**src/rtl/sm4_rk_sched_if.sv**
```systemverilog
// Key-load and round-key streaming bundle between the SM4 key-schedule engine and its users.
interface sm4_rk_sched_if;
    logic [0:127] key_in;
    logic         key_valid;
    logic         key_ready;
    logic         start;
    logic         dec_mode;
    logic [0:31]  rk_out;
    logic [4:0]   rk_idx;
    logic         rk_valid;
    logic         rk_ready;
    logic         busy;
    logic         keys_ok;

    modport master (output key_in, key_valid, start, dec_mode, rk_ready,
                    input  key_ready, rk_out, rk_idx, rk_valid, busy, keys_ok);
    modport slave  (input  key_in, key_valid, start, dec_mode, rk_ready,
                    output key_ready, rk_out, rk_idx, rk_valid, busy, keys_ok);
endinterface

```
**src/rtl/sm4_rk_sched.sv**
```systemverilog
// SM4 key schedule: expands a master key into rk0..rk31 at one round per clock, stores
// them, then streams them forward or reverse over a valid/ready handshake.
module sm4_rk_sched #(
    parameter int NRND = 32
) (
    input  logic          clk,
    input  logic          rst_n,
    sm4_rk_sched_if.slave sif
);
    typedef enum logic [1:0] {IDLE, EXPAND, HOLD, SERVE} state_t;

    localparam logic [4:0]   LAST = 5'(NRND - 1);
    localparam logic [127:0] FK   = 128'hA3B1BAC6_56AA3350_677D9197_B27022DC;
    localparam logic [2047:0] SBOX = {
        128'hd690e9fecce13db716b614c228fb2c05, 128'h2b679a762abe04c3aa44132649860699,
        128'h9c4250f491ef987a33540b43edcfac62, 128'he4b31ca9c908e89580df94fa758f3fa6,
        128'h4707a7fcf37317ba83593c19e6854fa8, 128'h686b81b27164da8bf8eb0f4b70569d35,
        128'h1e240e5e6358d1a225227c3b01217887, 128'hd40046579fd327524c3602e7a0c4c89e,
        128'heabf8ad240c738b5a3f7f2cef96115a1, 128'he0ae5da49b341a55ad933230f58cb1e3,
        128'h1df6e22e8266ca60c02923ab0d534e6f, 128'hd5db3745defd8e2f03ff6a726d6c5b51,
        128'h8d1baf92bbddbc7f11d95c411f105ad8, 128'h0ac13188a5cd7bbd2d74d012b8e5b4b0,
        128'h8969974a0c96777e65b9f109c56ec684, 128'h18f07dec3adc4d2079ee5f3ed7cb3948
    };

    // Entry 0 sits in the top byte, so the bit offset of entry x is (255-x)*8 = {~x, 000}.
    function automatic logic [7:0] sbox(input logic [7:0] x);
        logic [10:0] off;
        off = {~x, 3'b000};
        return SBOX[off +: 8];
    endfunction

    function automatic logic [31:0] t_prime(input logic [31:0] a);
        logic [31:0] b;
        for (int j = 0; j < 4; j++) b[8*j +: 8] = sbox(a[8*j +: 8]);
        return b ^ {b[18:0], b[31:19]} ^ {b[8:0], b[31:9]};
    endfunction

    function automatic logic [31:0] ck_gen(input logic [4:0] i);
        logic [31:0] ck;
        logic [7:0]  n;
        for (int j = 0; j < 4; j++) begin
            n = {1'b0, i, 2'b00} + 8'(j);
            ck[8*(3-j) +: 8] = 8'(n * 8'd7);
        end
        return ck;
    endfunction

    state_t      state_q, state_d;
    logic [31:0] k_q [4];
    logic [31:0] k_d [4];
    logic [31:0] store_q [NRND];
    logic [4:0]  cnt_q, cnt_d;
    logic [4:0]  ptr_q, ptr_d, ptr_nx, ptr_first, ptr_end;
    logic        keys_ok_q, keys_ok_d;
    logic        dir_q, dir_d;
    logic        rk_valid_q, rk_valid_d;
    logic [31:0] rk_out_q, rk_out_d;
    logic [31:0] rk_new;
    logic [127:0] mk;
    logic        st_we;

    assign mk = sif.key_in;

    always_comb begin
        state_d    = state_q;
        k_d        = k_q;
        cnt_d      = cnt_q;
        keys_ok_d  = keys_ok_q;
        dir_d      = dir_q;
        ptr_d      = ptr_q;
        rk_valid_d = rk_valid_q;
        rk_out_d   = rk_out_q;
        st_we      = 1'b0;
        rk_new     = k_q[0] ^ t_prime(k_q[1] ^ k_q[2] ^ k_q[3] ^ ck_gen(cnt_q));
        ptr_nx     = dir_q ? ptr_q - 5'd1 : ptr_q + 5'd1;
        ptr_first  = sif.dec_mode ? LAST : 5'd0;
        ptr_end    = dir_q ? 5'd0 : LAST;
        unique case (state_q)
            IDLE, HOLD: begin
                if (sif.key_valid) begin
                    for (int i = 0; i < 4; i++) k_d[i] = mk[127-32*i -: 32] ^ FK[127-32*i -: 32];
                    cnt_d     = 5'd0;
                    keys_ok_d = 1'b0;
                    state_d   = EXPAND;
                end else if (state_q == HOLD && sif.start) begin
                    dir_d      = sif.dec_mode;
                    ptr_d      = ptr_first;
                    rk_out_d   = store_q[ptr_first];
                    rk_valid_d = 1'b1;
                    state_d    = SERVE;
                end
            end
            EXPAND: begin
                st_we = 1'b1;
                k_d   = '{k_q[1], k_q[2], k_q[3], rk_new};
                cnt_d = cnt_q + 5'd1;
                if (cnt_q == LAST) begin
                    keys_ok_d = 1'b1;
                    state_d   = HOLD;
                end
            end
            SERVE: begin
                // Prefetch the next key on each handshake so the stream has no bubbles.
                if (sif.rk_ready) begin
                    if (ptr_q == ptr_end) begin
                        rk_valid_d = 1'b0;
                        state_d    = HOLD;
                    end else begin
                        ptr_d    = ptr_nx;
                        rk_out_d = store_q[ptr_nx];
                    end
                end
            end
            default: state_d = IDLE;
        endcase
    end

    always_ff @(posedge clk or negedge rst_n) begin
        if (!rst_n) begin
            state_q    <= IDLE;
            cnt_q      <= 5'd0;
            keys_ok_q  <= 1'b0;
            dir_q      <= 1'b0;
            ptr_q      <= 5'd0;
            rk_valid_q <= 1'b0;
            rk_out_q   <= 32'd0;
        end else begin
            state_q    <= state_d;
            cnt_q      <= cnt_d;
            keys_ok_q  <= keys_ok_d;
            dir_q      <= dir_d;
            ptr_q      <= ptr_d;
            rk_valid_q <= rk_valid_d;
            rk_out_q   <= rk_out_d;
        end
    end

    always_ff @(posedge clk) begin
        k_q <= k_d;
        if (st_we) store_q[cnt_q] <= rk_new;
    end

    assign sif.key_ready = (state_q == IDLE) || (state_q == HOLD);
    assign sif.busy      = (state_q == EXPAND) || (state_q == SERVE);
    assign sif.keys_ok   = keys_ok_q;
    assign sif.rk_valid  = rk_valid_q;
    assign sif.rk_out    = rk_out_q;
    assign sif.rk_idx    = ptr_q;
endmodule
```
**src/flat_wrapper.sv**
```systemverilog
// flat-port wrapper written by rule: the top's interface ports become plain ports
module sm4_rk_sched_flat 
#(
    parameter int NRND = 32
)
  (clk, rst_n, sif_key_in, sif_key_valid, sif_start, sif_dec_mode, sif_rk_ready, sif_key_ready, sif_rk_out, sif_rk_idx, sif_rk_valid, sif_busy, sif_keys_ok);
  sm4_rk_sched_if sif_i ();
  input  logic clk;
  input  logic rst_n;
  input wire logic [$bits(sif_i.key_in)-1:0] sif_key_in;
  input wire logic [$bits(sif_i.key_valid)-1:0] sif_key_valid;
  input wire logic [$bits(sif_i.start)-1:0] sif_start;
  input wire logic [$bits(sif_i.dec_mode)-1:0] sif_dec_mode;
  input wire logic [$bits(sif_i.rk_ready)-1:0] sif_rk_ready;
  output wire logic [$bits(sif_i.key_ready)-1:0] sif_key_ready;
  output wire logic [$bits(sif_i.rk_out)-1:0] sif_rk_out;
  output wire logic [$bits(sif_i.rk_idx)-1:0] sif_rk_idx;
  output wire logic [$bits(sif_i.rk_valid)-1:0] sif_rk_valid;
  output wire logic [$bits(sif_i.busy)-1:0] sif_busy;
  output wire logic [$bits(sif_i.keys_ok)-1:0] sif_keys_ok;
  assign sif_i.key_in = sif_key_in;
  assign sif_i.key_valid = sif_key_valid;
  assign sif_i.start = sif_start;
  assign sif_i.dec_mode = sif_dec_mode;
  assign sif_i.rk_ready = sif_rk_ready;
  assign sif_key_ready = sif_i.key_ready;
  assign sif_rk_out = sif_i.rk_out;
  assign sif_rk_idx = sif_i.rk_idx;
  assign sif_rk_valid = sif_i.rk_valid;
  assign sif_busy = sif_i.busy;
  assign sif_keys_ok = sif_i.keys_ok;
  sm4_rk_sched #(.NRND(NRND)) u_core (.clk(clk), .rst_n(rst_n), .sif(sif_i));
endmodule
```
**config.mk**
```make
export PLATFORM = sky130hd
export DESIGN_NAME = sm4_rk_sched_flat
export DESIGN_NICKNAME = d
export VERILOG_FILES = /design/src/rtl/sm4_rk_sched_if.sv /design/src/rtl/sm4_rk_sched.sv /design/src/flat_wrapper.sv
export SDC_FILE = /design/constraint.sdc
export NUM_CORES = 2
export LEC_CHECK = 0
export CAP_MARGIN = 40
export CORE_MARGIN = 2
export CORE_UTILIZATION = 50
export CTS_BUF_LIST = sky130_fd_sc_hd__clkbuf_4 sky130_fd_sc_hd__clkbuf_8
export DETAILED_ROUTE_END_ITERATION = 10
export GPL_TIMING_DRIVEN = 0
export MAX_ROUTING_LAYER = met4
export PLACE_DENSITY_LB_ADDON = 0.15
export SKIP_LAST_GASP = 1
export SYNTH_ARGS = -nofsm -noshare
export SYNTH_HDL_FRONTEND = slang
export SYNTH_SLANG_ARGS = --single-unit
export TNS_END_PERCENT = 50
```
**constraint.sdc**
```tcl
create_clock -name clk -period 9.2 [get_ports clk]
set_input_delay 1.84 -clock clk [delete_from_list [all_inputs] [get_ports clk]]
set_output_delay 1.84 -clock clk [all_outputs]
set_load 0.01 [all_outputs]
```
# Yosys cells after proc, flatten, opt, wreduce, memory -nomap -nowiden
# Memory sizes are Yosys's and may differ from the RTL's.
# Index checks and enable logic that the tools add are counted.
# totals
output_inout_bits	41
ff_bits	175
input_bits	134
mem_bits_rw	1024
memories	1
# op_classes
n_reduce_logical	13
n_bitwise	15
mul	4
n_eq_ne	13
n_mux	34
n_shift	4
add_sub_neg	6
# mem_list
name	words	width	read_ports	rd_clocked_by_memory_dff	write_ports	line_no	rtl
u_core.store_q	32	32	2	0	1	sm4_rk_sched.sv:51	logic [31:0] store_q [NRND];
# ops
op	count
2048-bit by 12-bit indexed part select with 8-bit output (first input constant)	4
128-bit one-hot mux with 2 select lines	1
32-bit XOR	6
128-bit 2-to-1 mux	1
32-bit 2-to-1 mux	4
32-bit one-hot mux with 2 select lines	1
5-bit 2-to-1 mux	8
8-bit inverter	4
14-bit inverter	2
8-bit by 3-bit multiplier with 8-bit output (second input constant)	3
5-bit one-hot mux with 2 select lines	2
19-bit inverter	1
17-bit inverter	1
7-bit by 2-bit adder with 8-bit output (second input constant)	2
5-bit by 1-bit adder with 5-bit output (second input constant)	2
2-bit 2-to-1 mux	5
5-bit AND reduction	2
1-bit 2-to-1 mux	9
7-bit by 1-bit adder with 8-bit output (second input constant)	1
2-bit inequality test (second input constant)	4
5-bit by 3-bit multiplier with 6-bit output (second input constant)	1
2-bit by 1-bit inequality test with 1-bit output (second input constant)	3
2-bit one-hot mux with 3 select lines	1
3-bit AND reduction	2
15 further kinds	19

# Logic depth before layout (Yosys ltp)
# logic_depth
depth_word	9
depth_mapped	19
ltp_nobuf	15

# Worst setup path before layout
# Ideal clock, no wire load.
# synth_timing
kind	reg-to-reg
from	reg u_core.cnt_q[0]
to	reg u_core.k_q[23] (netlist name) (data pin)
stages_incl_launch_ff	16
setup_time_ps	139
setup_slack_ps	3678
period_less_slack_ps	5522
path_buffers	3
t_arrival_ps	5383
path_cell_list	dfrtp_1 -> fa_1 -> inv_1 -> fa_1 -> xor2_1 -> xor2_1 -> clkbuf_1 -> clkbuf_1 -> clkbuf_1 -> o211ai_1 -> a311oi_1 -> a22o_1 -> xor2_1 -> xnor2_1 -> xnor2_1 -> mux2_2
# synth_lines
element	line_no	rtl
start, declared	sm4_rk_sched.sv:52	logic [4:0] cnt_q, cnt_d;
start signal, assigned	sm4_rk_sched.sv:129	cnt_q <= cnt_d;
end signal, assigned	sm4_rk_sched.sv:139	k_q <= k_d;
end, declared	sm4_rk_sched.sv:49	logic [31:0] k_q [4];

# Worst setup path after layout
# layout_timing
from	reg u_core.k_q[32] (netlist name)
to	mem u_core.store_q[14][14] (data pin)
# layout_between
elab_chain_len	8
# layout_rtl
element	line_no	rtl
32-bit XOR (3 in series)	sm4_rk_sched.sv:74	rk_new = k_q[0] ^ t_prime(k_q[1] ^ k_q[2] ^ k_q[3] ^ ck_gen(cnt_q));
8-bit inverter	sm4_rk_sched.sv:28	off = {~x, 3'b000};
2048-bit by 12-bit indexed part select with 8-bit output	sm4_rk_sched.sv:29	return SBOX[off +: 8];
32-bit XOR (2 in series)	sm4_rk_sched.sv:35	return b ^ {b[18:0], b[31:19]} ^ {b[8:0], b[31:9]};
32-bit XOR	sm4_rk_sched.sv:74	
via u_core.rk_new[14]	sm4_rk_sched.sv:58	logic [31:0] rk_new;
end, declared	sm4_rk_sched.sv:51	
# The timed path passes the listed nets, and every way through them passes these cells.

==> flow_summary.json <==
{
  "vias_per_cell": 7.42,
  "tightestPinTransition_ns": 1.09,
  "grt_max_degree": 74,
  "multi_input_area_um2": 25200,
  "io_buffer_count": 173,
  "yosysTopAreaCell": "edfxtp_1",
  "r2r_start": "u_core.k_q[32]$_DFFE_PP_",
  "gr-total-overflow": 0,
  "synth_edf_count": 1152,
  "fmax_ghz": 0.123,
  "drtAntennaViolNets": 0,
  "ctsLongestPathBuffers": 3,
  "io_pins": 175,
  "postCtsSetupBuffers": 0,
  "core_um2": 124000,
  "finalSetupViolCount": 0,
  "grt_pass1_vias": 53300,
  "yosysWarnings": 0,
  "numCtsBuffers": 178,
  "synth_area_leaders": "edfxtp_1, mux4_2, nand2_1, a21oi_1, o21ai_0",
  "post_dp_cell_area_um2": 69000,
  "failed_checks": "DRC",
  "cts_resized": 0,
  "cap_violations": 0,
  "cts.sinks": 1199,
  "finalWeightedCongestion": 1.09,
  "firstDrtPassIters": 11,
  "rsz0062_at_grt": "false",
  "final_area_um2": 72700,
  "drt_iter0_drc": 10500,
  "final_common_cell": "edfxtp_1",
  "drive_above_1_share_pct": 16.9,
  "cts_hold_buf": 0,
  "grt_pass1_wl_um": 406000,
  "area_delta_synth_final_pct": 16.6,
  "synthArstFlopShare_pct": 3.92,
  "hold_path_end": "u_core.sif.rk_out[5]$_DFFE_PN0P_",
  "clkSlewWorstSetupHoldPaths_ns": 0.07,
  "final_max_slew_viol_count": 0,
  "placementRows": 129,
  "synthCells": 5059,
  "synth_nets": 5255,
  "worstSetupEndpointType": "flop",
  "rrSetupSlack_ns": 1.08,
  "regArea_um2": 35800,
  "skew_ns": 0.0787,
  "cp_max_fo": 23,
  "crit_type": "reg -> reg",
  "synth_top_area_share_pct": 55.5,
  "die_w_um": 357,
  "antenna_found_initial": 9,
  "initial_core_util_pct": 50.4,
  "track_usage_pct": 46.7,
  "die_height_um": 357,
  "drt-wirelength-per-cell_um": 39.8,
  "min_from": "u_core.sif.rk_out[5]$_DFFE_PN0P_",
  "layout_common_cells": "edfxtp_1, nand2_1, nor2_1, a21oi_1, o21ai_0",
  "die_area_um2": 128000,
  "period_needed_ns": 8.12,
  "worstPathRequired_ns": 9.92,
  "drc": 7,
  "fillerInstances": 9332,
  "root_buffer": "clkbuf_8",
  "arrival_ns": 8.84,
  "htree_levels": 4,
  "reg2reg_depth": 16,
  "timing.hold.ws_ns": 0.495,
  "seq_area_frac_synth_pct": 57.4,
  "clock_latency_ns": 0.93,
  "syn_area_um2": 62400,
  "nets": 5788,
  "cts_tree": "done",
  "whs_path_depth": 2,
  "vias": 54800,
  "hpwlAfterDp_um": 208000,
  "syn_area_per_cell_um2": 12.3,
  "critPathLaunch": "u_core.k_q[32]$_DFFE_PP_",
  "ys_ff_latch": 1199,
  "fin_crit_sh_pct": 88.3,
  "max_slew_margin_pct": 27.2,
  "timing.rr.end": "u_core.store_q[14][14]$_DFFE_PP_",
  "hold_viol": 0,
  "synth_ff_type": "edfxtp_1",
  "hold_class": "reg -> reg",
  "drt-total-wl_um": 293000,
  "yosysUniqueCellTypes": 92,
  "status": "finished with violations",
  "worstSetupStartpointType": "flop"
}
==> worst max-delay path by stage <==
| stage | end | cells after the start | slack [ns] |
|---|---|---|---|
| 2_1_floorplan | u_core.k_q[23]$_DFFE_PP_ | 15 | 3.68 |
| 3_3_place_gp | u_core.store_q[13][8]$_DFFE_PP_ | 13 | -0.46 |
| 3_5_place_dp | u_core.store_q[31][14]$_DFFE_PP_ | 16 | 1.71 |
| 4_1_cts | u_core.store_q[21][14]$_DFFE_PP_ | 16 | 1.65 |
| 5_1_grt | u_core.store_q[21][14]$_DFFE_PP_ | 16 | 1.17 |
| 6_report | u_core.store_q[14][14]$_DFFE_PP_ | 16 | 1.08 |
==> state kept, by name, summed over array words and instances (netlist names) <==
register,cells
u_core.sif.rk_valid,1
u_core.store_q,1024
u_core.dir_q,1
u_core.sif.rk_out,32
u_core.sif.rk_idx,5
u_core.cnt_q,5
u_core.k_q,128
u_core.state_q,2
u_core.sif.keys_ok,1
==> cells in the mapped netlist (32+ instances only) <==
cell          n
a21oi_1     276
a211oi_1     57
mux2_2       52
mux4_2      259
inv_1        32
nand3_1     160
xnor2_1     145
o21ai_0     269
ha_1         54
a31oi_1      97
dfrtp_1      47
clkbuf_1    263
buf_2        94
nor2_1      333
xor2_1       39
a311oi_1     64
o211ai_1     58
buf_1        67
o311ai_0     46
nor3_1       82
edfxtp_1   1152
o221ai_1     38
o2111ai_1    39
nand2_1     787
and3_1       48
==> cell families after synthesis <==
logic type | count (synthesis) | share of synthesized area (%)
buf+inv | 465 | 3.02
flops | 1199 | 57.4
compound gates | 1235 | 13.3
fa+ha+maj | 65 | 1.39
xor+xnor | 215 | 3.64
mux | 334 | 10.7
simple gates | 1546 | 10.6
==> layout make-up <==
| cell class | instances | share of cell area (%) |
|---|---|---|
| diodes | 8 | 0.0275 |
| plain buffers | 430 | 2.41 |
| clock buffers | 244 | 4.09 |
| clock inverters | 80 | 0.855 |
| inverters | 35 | 0.188 |
| multi-input cells | 3395 | 34.6 |
| flip-flops and latches | 1199 | 49.2 |
| well taps | 1637 | 2.82 |
| repair buffers | 353 | 5.78 |
==> critical path: stages (launching register included) <==
cell       delay (ns)
edfxtp_1         0.40
xor3_1           0.59
clkbuf_1         0.49
buf_1            0.60
clkbuf_1         0.69
ha_1             0.30
clkbuf_1         0.56
clkbuf_1         0.70
buf_1            0.64
nand2_1          0.23
a21oi_1          0.22
a2111oi_0        0.12
o2111ai_1        0.26
nand4_1          0.55
xnor2_1          0.36
xnor2_2          0.86
buf_6            0.33
==> metrics by stage <==
| step | utilization [%] | setup TNS [ns] | cells | setup slack, ns |
|---|---|---|---|---|
| after floorplan | - | 0 | 5059 | 3.68 |
| after global placement | 53.4 | -85.71 | 6869 | -0.460 |
| after detailed placement | 55.7 | 0 | 7040 | 1.71 |
| after CTS | 58.6 | 0 | 7364 | 1.65 |
| after global routing | 58.7 | 0 | 7381 | 1.17 |
| final | 58.7 | 0 | 7381 | 1.08 |
==> per-layer routing <==
metal | vias up | track usage, % | routed length [um]
met3 | 1493 | 13.2 | 41100
met4 | 0 | 28.5 | 23900
met1 | 26600 | 56.2 | 97600
met5 | - | - | 0
met2 | 5805 | 69.8 | 131000
li1 | 20800 | - | -
Power is left out: the tool's default activity adds up to more than one toggle a clock period on the data nets, which glitch-free logic cannot reach.
